`config.mk`:
```
export PLATFORM = sky130hd
export DESIGN_NAME = dyn_lights_seq
export DESIGN_NICKNAME = d
export VERILOG_FILES = /design/src/rtl/dyn_lights_seq_pkg.sv /design/src/rtl/dyn_lights_seq_step_prescaler.sv /design/src/rtl/dyn_lights_seq.sv
export SDC_FILE = /design/constraint.sdc
export NUM_CORES = 1
export LEC_CHECK = 0
export ABC_CLOCK_PERIOD_IN_PS = 2780
export CORE_AREA = 2 2 39 41
export CTS_CLUSTER_SIZE = 20
export DETAILED_ROUTE_END_ITERATION = 8
export DIE_AREA = 0 0 41 43
export PLACE_DENSITY_LB_ADDON = 0.1
export SYNTH_ARGS = -nofsm -noshare
export SYNTH_HDL_FRONTEND = slang
export SYNTH_HIERARCHICAL = 1
export SYNTH_SLANG_ARGS = --single-unit
```
`constraint.sdc`:
```
create_clock -name clk -period 2.78 [get_ports clk]
set_input_delay 0.556 -clock clk [delete_from_list [all_inputs] [get_ports clk]]
set_output_delay 0.556 -clock clk [all_outputs]
set_load 0.05 [all_outputs]
```
`src/rtl/dyn_lights_seq_pkg.sv`:
```
// rtl/dyn_lights_seq_pkg.sv - shared FSM states, direction constants and default code range
package dyn_lights_seq_pkg;

    typedef enum logic {
        ST_IDLE = 1'b0,
        ST_RUN  = 1'b1
    } state_t;

    localparam logic DIR_UP = 1'b0;
    localparam logic DIR_DN = 1'b1;

    localparam int DEF_WIDTH = 3;
    localparam int DEF_MIN   = 1;
    localparam int DEF_MAX   = 6;

endpackage

```
`src/rtl/dyn_lights_seq_step_prescaler.sv`:
```
// rtl/dyn_lights_seq_step_prescaler.sv - step tick generator; one tick every DIV enabled cycles
// With DIV==1 there is no counter and tick follows en directly.
module step_prescaler #(
    parameter int DIV = 1
) (
    input  logic clk,
    input  logic rst,
    input  logic en,
    input  logic clr,
    output logic tick
);

    generate
        if (DIV == 1) begin : g_direct
            logic w_unused;
            assign w_unused = clk ^ rst;
            assign tick     = en & ~clr;
        end else begin : g_count
            localparam int CW = $clog2(DIV);
            localparam logic [CW-1:0] LAST = CW'(DIV - 1);

            logic [CW-1:0] r_cnt;
            logic          w_last;

            assign w_last = (r_cnt == LAST);
            assign tick   = en & ~clr & w_last;

            // A released button or a load restarts the full DIV-cycle count.
            always_ff @(posedge clk) begin
                if (rst || clr || !en) begin
                    r_cnt <= '0;
                end else if (w_last) begin
                    r_cnt <= '0;
                end else begin
                    r_cnt <= r_cnt + 1'b1;
                end
            end
        end
    endgenerate

endmodule

```
`src/rtl/dyn_lights_seq.sv`:
```
// rtl/dyn_lights_seq.sv - colour code sequencer with prescaler, direction, load and wrap pulse
// Optional bounce mode selected by macro DYN_LIGHTS_PINGPONG_EN.
module dyn_lights_seq
    import dyn_lights_seq_pkg::*;
#(
    parameter int WIDTH   = DEF_WIDTH,
    parameter int MIN_VAL = DEF_MIN,
    parameter int MAX_VAL = DEF_MAX,
    parameter int DIV     = 1
) (
    input  logic             clk,
    input  logic             rst,
    input  logic             button,
    input  logic             dir,
    input  logic             load,
    input  logic [WIDTH-1:0] load_val,
    output logic [WIDTH-1:0] colour,
    output logic             wrap
);

    generate
        if (!(MIN_VAL >= 0 && MIN_VAL < MAX_VAL && MAX_VAL <= (2 ** WIDTH) - 1 && DIV >= 1))
        begin : g_bad_params
            $error("dyn_lights_seq: illegal WIDTH/MIN_VAL/MAX_VAL/DIV combination");
        end
    endgenerate

    localparam logic [WIDTH-1:0] MIN_C = WIDTH'(MIN_VAL);
    localparam logic [WIDTH-1:0] MAX_C = WIDTH'(MAX_VAL);

    state_t           r_state;
    logic [WIDTH-1:0] r_colour;
    logic             r_wrap;
    logic [WIDTH-1:0] w_next;
    logic             w_wrap_next;
    logic             w_tick;
    logic             w_load_ok;

    assign colour    = r_colour;
    assign wrap      = r_wrap;
    assign w_load_ok = (load_val >= MIN_C) && (load_val <= MAX_C);

    step_prescaler #(.DIV(DIV)) u_prescaler (
        .clk  (clk),
        .rst  (rst),
        .en   (button),
        .clr  (load),
        .tick (w_tick)
    );

`ifdef DYN_LIGHTS_PINGPONG_EN
    logic r_dir;
    logic w_dir_next;
    logic w_unused_dir;
    assign w_unused_dir = dir;

    // Flip direction when the step lands on an end; a code already parked on an end just turns back.
    always_comb begin
        w_next      = r_colour;
        w_wrap_next = 1'b0;
        w_dir_next  = r_dir;
        if (r_dir == DIR_UP) begin
            if (r_colour == MAX_C) begin
                w_next     = r_colour - 1'b1;
                w_dir_next = DIR_DN;
            end else begin
                w_next = r_colour + 1'b1;
                if (r_colour == MAX_C - 1'b1) begin
                    w_wrap_next = 1'b1;
                    w_dir_next  = DIR_DN;
                end
            end
        end else begin
            if (r_colour == MIN_C) begin
                w_next     = r_colour + 1'b1;
                w_dir_next = DIR_UP;
            end else begin
                w_next = r_colour - 1'b1;
                if (r_colour == MIN_C + 1'b1) begin
                    w_wrap_next = 1'b1;
                    w_dir_next  = DIR_UP;
                end
            end
        end
    end

    always_ff @(posedge clk) begin
        if (rst) begin
            r_dir <= DIR_UP;
        end else if (!load && w_tick) begin
            r_dir <= w_dir_next;
        end
    end
`else
    always_comb begin
        w_next      = r_colour;
        w_wrap_next = 1'b0;
        if (dir == DIR_UP) begin
            if (r_colour == MAX_C) begin
                w_next      = MIN_C;
                w_wrap_next = 1'b1;
            end else begin
                w_next = r_colour + 1'b1;
            end
        end else begin
            if (r_colour == MIN_C) begin
                w_next      = MAX_C;
                w_wrap_next = 1'b1;
            end else begin
                w_next = r_colour - 1'b1;
            end
        end
    end
`endif

    always_ff @(posedge clk) begin
        if (rst) begin
            r_state  <= ST_IDLE;
            r_colour <= MIN_C;
            r_wrap   <= 1'b0;
        end else begin
            r_wrap <= 1'b0;
            case (r_state)
                ST_IDLE: if (button)  r_state <= ST_RUN;
                ST_RUN:  if (!button) r_state <= ST_IDLE;
                default: r_state <= ST_IDLE;
            endcase
            if (load) begin
                if (w_load_ok) r_colour <= load_val;
            end else if (w_tick) begin
                r_colour <= w_next;
                r_wrap   <= w_wrap_next;
            end
        end
    end

endmodule

```
==> impl_metrics.toml <==
[hold_path]
hold_class = "flip-flop to flip-flop"

[floorplan]
ios = 12
start_util_pct = 25.7
dieArea_um2 = 1760
core_um2 = 1380
num_rows = 14
die_h_um = 43
die_w_um = 41

[detailed_routing]
wl_per_cell_um = 10.5
drtAntennaViolNets = 0
drt_iter0_drc = 4
avgViaCountPerCell = 4.85
vias = 359
dr.pass1.iters = 4
drc = 0
wirelength_um = 779

[sta]
final_hold_viol_count = 0
fin_tns_setup_ns = 0
max_slew_margin_pct = 66.7
skew_ns = 0.00238
rsz0062_at_grt = "false"
fin_crit_sh_pct = 75.7
min_period_ns = 2.10
slew_viol_final = 0
setup_viol = 0
fmax_mhz = 475
tightest_slew_ns = 0.497

[placement]
io_buffers = 11
hpwlAfterDp_um = 616
gp_congestion = 0.724

[synth]
seq_area_frac_synth_pct = 22.5
yosysTopAreaCellShare_pct = 22.5
ys_warn_count = 6
synth_top_family_by_area = "simple AND/OR/NAND/NOR gates"
synth-simple-area-share_pct = 28.5
netlist_area_um2 = 355
synth_cells = 44
syn_area_per_cell_um2 = 8.08
ys_types = 21
synth_fa_ha_area_share_pct = 14.1
yosysTopAreaCell = "dfxtp_1"
synth-edff-count = 0
synthMuxAreaShare_pct = 5.63
synthArstFlopShare_pct = 0
syn_nets = 56
ys_top_cells_by_area = "dfxtp_1 (23%), ha_1 (14%), a21oi_1 (5.6%)"
synthFlopType = "dfxtp_1"
synth-compound-area-share_pct = 25.0
ys_ff_latch = 4
synth_xor_area_share_pct = 0
synthTopCellsByCount = "a21oi_1 (4), dfxtp_1 (4), ha_1 (4), inv_1 (4), nand2_1 (4)"

[grt]
grt_pass1_vias = 319
grt_use_total_pct = 10.5
grt_use_met2_pct = 15.6
top_usage_layer = "met2"
grt_use_met3_pct = 3.14
use_met1_pct = 12.8
gr-total-overflow = 0
grt_first_pass_wirelength_um = 1230
antenna_found_initial = 0
grt_max_degree = 10

[cts]
clockRootBuffer = "clkbuf_4"
htreeDepth = 1
cts_setup_buffers = 0
cts_buffers = 3
clk_latency_ns = 0.23
cts_max_path_buffers = 2
clk_pin_slew_ns = 0.04
cts_tree = "done"
ctsResizeCount = 0
hold_buffers = 0
clock-sinks = 4

[flow_run]
drv_cap = 0

[worst_setup_path]
critPathCaptureType = "output pin"
critPathSlowestCell = "clkdlybuf4s50_1"
start_kind = "flip-flop"
cp.arrival_ns = 1.55
worstSetupPathType = "flip-flop to output pin"
cpLargestDelayFamily = "buffers and inverters"
path_buf_inv = 1
critPathRequiredTime_ns = 2.22
crit_fanout = 8
slowest_delay_ns = 0.86
crit_chain = "clkdlybuf4s50_1"

[power_and_ir_drop]
ir_drop_v = 0.000168
p_leak_nw = 0.202
power.density_nw_per_um2 = 417
power.total_mw = 0.212

[layout]
num-nets-final = 72
layout-drive-gt1-share_pct = 8.62
syn2layout_area_growth_pct = 43.0
n_antenna_cell = 0

[outcome]
status = "completed"
report_power, final:
group	internal, mW	total [mW]	switching (mW)
Clock	0.0482	0.0709	0.0227
Sequential	0.0618	0.0681	0.00635
Combinational	0.0332	0.0730	0.0397
Total	0.143	0.212	0.0688
registers in the layout (all words and copies together), names as in the netlist:
name,count
colour,3
wrap,1
cell families after synthesis:
| family | after synthesis |
|---|---|
| adders and majority gates | 4 |
| buffers and inverters | 4 |
| and+or+nand+nor | 17 |
| DFF | 4 |
| muxes | 2 |
| AOI/OAI and AO/OA | 13 |
area by class of cell:
cell class,instances,area [um2]
clock buffers,3,22.5
repair buffers,11,110
well taps,16,20.0
multi-input cells,36,260
inverters,4,15.0
fillers,151,876
flip-flops and latches,4,80.1
routing by layer:
metal  up-vias  wire (um)
li1        190          -
met1       160        387
met2         9        363
met3         0         29
met4         0          0
met5         -          0
final timing paths:
check / startpoint / end / slack [ns] / depth (start not counted)
max: colour[2] / colour[2] / 0.68 / 1
min: colour[1] / colour[1] / 0.52 / 2
max reg2reg: colour[0] / colour[2] / 1.15 / 6
min reg2reg: colour[1] / colour[1] / 0.52 / 2
layout by cell type, fill, tap and decap left out, drive strengths merged, types with 3 or more instances in the layout:
cell / count
a21oi: 4
a31oi: 3
clkbuf: 3
clkdlybuf4s50: 11
dfxtp: 4
ha: 4
inv: 4
nand2: 4
nand2b: 3
nor2b: 3
metrics by stage:
| stage | hold slack [ns] | instances | cell area (um2) | utilization [%] | setup slack, ns |
|---|---|---|---|---|---|
| after global placement | 0.529 | 71 | 485 | 35.1 | 0.803 |
| after CTS | 0.529 | 74 | 508 | 36.7 | 0.665 |
| after global routing | 0.563 | 74 | 508 | 36.7 | 0.600 |
| after detailed placement | 0.524 | 71 | 485 | 35.1 | 0.780 |
| final | 0.519 | 74 | 508 | 36.7 | 0.676 |
| after floorplan | 0.625 | 44 | 355 | - | 0.892 |
(Power assumes the default switching activity.)
